[config.mk]
export PLATFORM = sky130hd
export DESIGN_NAME = cdf_writeback
export DESIGN_NICKNAME = d
export VERILOG_FILES = /design/src/rtl/cdf_writeback.sv
export SDC_FILE = /design/constraint.sdc
export NUM_CORES = 1
export LEC_CHECK = 0
export CORE_MARGIN = 2
export CORE_UTILIZATION = 30
export CTS_CLUSTER_SIZE = 10
export DETAILED_ROUTE_END_ITERATION = 7
export SYNTH_ARGS = -nofsm -noshare
export SYNTH_HDL_FRONTEND = slang
export SYNTH_SLANG_ARGS = --single-unit
export TNS_END_PERCENT = 1
[constraint.sdc]
create_clock -name clock -period 3.3 [get_ports clock]
set_input_delay 0.99 -clock clock [delete_from_list [all_inputs] [get_ports clock]]
set_output_delay 0.99 -clock clock [all_outputs]
set_load 0.005 [all_outputs]
[src/rtl/cdf_writeback.sv]
// cdf_writeback: write-back end of the CDF pipeline.
// Buffers accumulated CDF bins in a small FIFO and writes them to
// CDF memory as tagged 128-bit words, then raises done after BINS writes.
// Ports:
//   clock, reset_n            clock (rising edge), async active-low reset
//   start                     frame enable (level); low aborts to idle
//   in_valid/in_data/in_addr  bin stream from the accumulate stage
//   output_base_offset        memory half select (WriteAddress MSB)
//   in_stall                  FIFO full, in_valid ignored while high
//   WriteBus/WriteAddress     write word and address
//   WriteEnable/write_ready   write request / memory accept handshake
//   done                      frame complete, held until start falls
module cdf_writeback #(
    parameter int          DATA_W     = 20,
    parameter int          ADDR_W     = 16,
    parameter int          BINS       = 256,
    parameter logic [15:0] TAG        = 16'hAAAA,
    parameter int          FIFO_DEPTH = 4
) (
    input  logic              clock,
    input  logic              reset_n,
    input  logic              start,
    input  logic              in_valid,
    input  logic [DATA_W-1:0] in_data,
    input  logic [ADDR_W-1:0] in_addr,
    input  logic              output_base_offset,
    output logic              in_stall,
    output logic [127:0]      WriteBus,
    output logic [ADDR_W-1:0] WriteAddress,
    output logic              WriteEnable,
    input  logic              write_ready,
    output logic              done
);

    localparam int PW = $clog2(FIFO_DEPTH);
    localparam int CW = $clog2(FIFO_DEPTH + 1);
    localparam int NW = $clog2(BINS + 1);
    localparam logic [NW-1:0] BINS_N = NW'(BINS);
    localparam logic [NW-1:0] LAST_N = NW'(BINS - 1);
    localparam logic [CW-1:0] FULL_N = CW'(FIFO_DEPTH);

    typedef enum logic [1:0] {
        S_IDLE,
        S_RUN,
        S_DRAIN,
        S_DONE
    } state_t;

    state_t r_state;
    state_t w_next;

    logic [DATA_W-1:0] r_fdata [FIFO_DEPTH];
    logic [ADDR_W-1:0] r_faddr [FIFO_DEPTH];
    logic [PW-1:0]     r_wr_ptr;
    logic [PW-1:0]     r_rd_ptr;
    logic [CW-1:0]     r_count;
    logic [CW-1:0]     w_count_next;
    logic [NW-1:0]     r_acc_cnt;
    logic [NW-1:0]     r_wr_cnt;
    logic              r_stall;
    logic              r_we;
    logic [127:0]      r_bus;
    logic [ADDR_W-1:0] r_addr;

    logic              w_active;
    logic              w_push;
    logic              w_load;
    logic              w_hs;
    logic              w_pop;
    logic              w_last;
    logic [127:0]      w_word;
    logic [ADDR_W-1:0] w_push_addr;

    assign w_active = (r_state == S_RUN) || (r_state == S_DRAIN);
    // Full blocks a push even if a pop happens on the same edge.
    assign w_push = start && (r_state == S_RUN) && in_valid &&
                    !r_stall && (r_acc_cnt < BINS_N);
    // Output slot is free when empty or its word is being accepted.
    assign w_load = !r_we || write_ready;
    assign w_hs   = r_we && write_ready;
    assign w_pop  = start && w_active && w_load && (r_count != '0);
    assign w_last = w_hs && (r_wr_cnt == LAST_N);

    assign w_push_addr = {output_base_offset, in_addr[ADDR_W-2:0]};

    always_comb begin
        w_word = '0;
        w_word[35:20] = TAG;
        w_word[DATA_W-1:0] = r_fdata[r_rd_ptr];
    end

    always_comb begin
        w_count_next = r_count;
        if (w_push && !w_pop) begin
            w_count_next = r_count + CW'(1);
        end else if (!w_push && w_pop) begin
            w_count_next = r_count - CW'(1);
        end
    end

    always_comb begin
        w_next = r_state;
        if (!start) begin
            w_next = S_IDLE;
        end else begin
            unique case (r_state)
                S_IDLE: w_next = S_RUN;
                S_RUN: begin
                    if (w_last) begin
                        w_next = S_DONE;
                    end else if (r_acc_cnt == BINS_N) begin
                        w_next = S_DRAIN;
                    end
                end
                // The final handshake empties the pipe; done rises with it.
                S_DRAIN: begin
                    if (w_last && (r_count == '0)) begin
                        w_next = S_DONE;
                    end
                end
                S_DONE: w_next = S_DONE;
                default: w_next = S_IDLE;
            endcase
        end
    end

    always_ff @(posedge clock) begin
        if (w_push) begin
            r_fdata[r_wr_ptr] <= in_data;
            r_faddr[r_wr_ptr] <= w_push_addr;
        end
    end

    always_ff @(posedge clock or negedge reset_n) begin
        if (!reset_n) begin
            r_state   <= S_IDLE;
            r_wr_ptr  <= '0;
            r_rd_ptr  <= '0;
            r_count   <= '0;
            r_acc_cnt <= '0;
            r_wr_cnt  <= '0;
            r_stall   <= 1'b0;
            r_we      <= 1'b0;
            r_bus     <= '0;
            r_addr    <= '0;
        end else begin
            r_state <= w_next;
            if (!start) begin
                // Abort: discard buffered and pending words.
                r_wr_ptr  <= '0;
                r_rd_ptr  <= '0;
                r_count   <= '0;
                r_acc_cnt <= '0;
                r_wr_cnt  <= '0;
                r_stall   <= 1'b0;
                r_we      <= 1'b0;
            end else begin
                if (w_push) begin
                    r_wr_ptr  <= r_wr_ptr + PW'(1);
                    r_acc_cnt <= r_acc_cnt + NW'(1);
                end
                if (w_pop) begin
                    r_rd_ptr <= r_rd_ptr + PW'(1);
                end
                r_count <= w_count_next;
                r_stall <= (w_count_next == FULL_N);
                if (w_hs) begin
                    r_wr_cnt <= r_wr_cnt + NW'(1);
                end
                if (w_load) begin
                    r_we <= w_pop;
                    if (w_pop) begin
                        r_bus  <= w_word;
                        r_addr <= r_faddr[r_rd_ptr];
                    end
                end
            end
        end
    end

    assign in_stall     = r_stall;
    assign WriteBus     = r_bus;
    assign WriteAddress = r_addr;
    assign WriteEnable  = r_we;
    assign done         = (r_state == S_DONE);

endmodule

==> flow_metrics.tcl <==
set metrics [dict create \
    seq_area_frac_synth_pct 65.4 \
    grt_pass1_vias 4520 \
    synth_simple_gate_area_share_pct 5.26 \
    core_mm2 0.0298 \
    synthXorXnorAreaFrac_pct 1.44 \
    post-cts-setup-buffers 0 \
    hp-class "reg -> reg" \
    post-route-util_pct 36.5 \
    fmax_mhz 389 \
    synth_compound_area_share_pct 1.51 \
    filler_cell_count 2795 \
    cp-end-kind "output pin" \
    cts_tree "yes" \
    layout-drive-gt1-share_pct 18.8 \
    finalNetCount 711 \
    globalRouteMet3Util_pct 2.43 \
    worstPathCellList "ha_1 -> clkdlybuf4s50_1" \
    clock_latency_ns 0.50 \
    via_per_inst 4.20 \
    ys_top_cells_by_count "edfxtp_1 (144), buf_4 (112), dfrtp_1 (66), mux2_2 (36), mux4_2 (36)" \
    grt_pass1_wl_mm 25.3 \
    track_usage_pct 10.3 \
    clock_skew_ns 0.00792 \
    hpwl_mm 9.97 \
    synth_top_area_share_pct 47.3 \
    slowest_delay_ns 0.50 \
    dp_slack_ns 0.267 \
    synth_top_area_cell "edfxtp_1" \
    die_area_mm2 0.0319 \
    cts-root-buf "clkbuf_16" \
    die_w_um 179 \
    gr-usage-met1_pct 13.2 \
    cts.path.max_buffers 3 \
    setup-tns-final_ns 0 \
    finalCriticalPeriod_ns 2.57 \
    cts.sinks 210 \
    avgRoutedWirePerCell_um 15.4 \
    cp_slowest_cell "clkdlybuf4s50_1" \
    p_seq_share_pct 45.6 \
    syn_area_per_cell_um2 16.6 \
    netlist_area_mm2 0.00914 \
    syn2layout_area_growth_pct 19.1 \
    p_sw_mw 1.86 \
    start_util_pct 30.7 \
    status "finished, final reports clean" \
    clkPwrFrac_pct 32.1 \
    required_ns 2.31 \
    grt_max_degree 65 \
    synthMuxAreaShare_pct 13.9 \
    postSynth.asyncResetShare_pct 31.4 \
    cp_max_fo 3 \
    drv_cap 0 \
    timing.final.ws_setup_ns 0.731 \
    synth_top_family_by_area "multiplexers" \
    cts-hold-fix-buffers 0 \
    gr-total-overflow 0 \
    peakVddDrop_mv 0.484 \
    rsz0062_at_grt "false" \
    row_count 63 \
    synth_edf_count 144 \
    wl_mm 16.3 \
    drcViolationCount 0 \
    path_delay_family "buffers and inverters" \
    hold_viol 0 \
    crit_type "reg -> out" \
    cts_resized 0 \
    yosys_register_bits 210 \
    yosys.area_share.adder_pct 2.05 \
    p_comb_share_pct 22.2 \
    power_leakage_nw 4.03 \
    synthFlopType "edfxtp_1" \
    numPortBuffers 87 \
    final.period_utilization_pct 77.9 \
    finalPower_mw 7.57 \
    finalMaxSlewViolations 0 \
    cts_max_level 1 \
    setup_viol 0 \
    busiest_layer "met2" \
    globalplace.congestion 0.705 \
    startpoint_type "flop" \
    antenna_found_initial 2 \
    gr-usage-met2_pct 17.5 \
    cts-buffers-inserted 25 \
    first_iter_violations 158 \
    tightestPinTransition_ns 0.916 \
    yosysMostFrequentCell "edfxtp_1" \
    internal_power_mw 5.71 \
    synth_area_leaders "edfxtp_1 (47%), dfrtp_1 (18%), buf_4 (9.2%)" \
    routed-via-count 4474 \
    worst-path-buf-inv 1 \
    swShare_pct 24.6 \
    ys.warnings.count 0 \
    ant_nets 0 \
    firstDrtPassIters 4 \
    synth_cell_types 43 \
    ios 189 \
    powerDensity_mw_per_mm2 695 \
    syn_inst 552 \
    arrival_ns 1.58 \
    relSlewSlack_pct 39.0 \
    clk_pin_slew_worst_paths_ns 0.05 \
    dieHeight_um 179 \
]
cell type report:
class                      count  area [um2]  area share, %
antenna                        2        5.00         0.0460
clock buffer                  44         717           6.59
clock inverter                 1        3.75         0.0345
inverter                      10        37.5          0.345
multi-input combinational    305        2580           23.7
sequential                   210        5980           54.9
tap                          390         488           4.48
timing repair buffer         102        1070           9.82
path summary, 6_finish.rpt:
path	depth (start not counted)	startpoint	slack, ns	end
min in group asynchronous	1	reset_n	0.63	WriteBus[21]
max in group asynchronous	1	reset_n	1.98	r_rd_ptr[0]
setup / recovery	2	r_state[0]	0.73	done
hold reg to reg	1	WriteBus[13]	0.50	WriteBus[13]
setup reg to reg	6	r_state[1]	1.28	r_faddr[0][1]
hold / removal	1	WriteBus[13]	0.50	WriteBus[13]
state kept, by name, summed over array words and instances (netlist names):
| signal | count |
|---|---|
| WriteAddress | 16 |
| WriteBus | 21 |
| WriteEnable | 1 |
| in_stall | 1 |
| r_acc_cnt | 9 |
| r_count | 3 |
| r_faddr | 64 |
| r_fdata | 80 |
| r_rd_ptr | 2 |
| r_state | 2 |
| r_wr_cnt | 9 |
| r_wr_ptr | 2 |
worst reg2reg max path, stage by stage (launching register included):
cell and delay [ns]:
dfrtp_1 0.40, inv_1 0.11, ha_1 0.26, nand4b_4 0.17, nor2_8 0.27, and2_2 0.24
buf_4 0.27
placed cells by master, fill, tap and decap left out, types with 7 or more instances in the layout:
cell type | netlist | layout
and2_1 | 19 | 15
conb_1 | 1 | 100
mux4_2 | 36 | 36
edfxtp_1 | 144 | 144
mux2_2 | 36 | 36
dfrtp_1 | 66 | 64
buf_12 | 0 | 7
clkdlybuf4s50_1 | 0 | 86
ha_1 | 15 | 15
inv_1 | 10 | 10
clkbuf_16 | 0 | 25
xnor2_1 | 12 | 12
clkbuf_1 | 5 | 17
nand2_1 | 22 | 22
buf_4 | 112 | 9
per-stage QoR:
step / area, um2 / std cells / hold slack, ns
after floorplan: 9510 / 651 / 0.489
after global placement: 10200 / 1017 / 0.481
after detailed placement: 10200 / 1017 / 0.493
after CTS: 10900 / 1062 / 0.508
after global routing: 10900 / 1062 / 0.515
final: 10900 / 1064 / 0.498
routing by layer:
metal	vias to the layer above	wire length [um]
met5	-	0
met4	0	301
met3	24	1070
met2	171	7990
met1	2250	6980
li1	2029	-
power by group through the flow:
stage | logic (mW) | registers (mW) | clock network [mW]
final | 1.68 | 3.46 | 2.43
after global routing | 1.85 | 3.52 | 2.62
after CTS | 1.72 | 3.48 | 2.52
after detailed placement | 1.72 | 3.52 | 0
after global placement | 1.70 | 3.52 | 0
after floorplan | 1.13 | 3.37 | 0
kinds of logic (layout without fill, tap and decap cells):
family	count (synthesis)	in the layout
flops	210	210
buf+inv	136	157
simple gates	78	78
mux	77	77
compound gates	20	20
fa+ha+maj	15	15
xor+xnor	15	15
other cells	1	102
No activity file was read; power rests on OpenSTA's default activity.
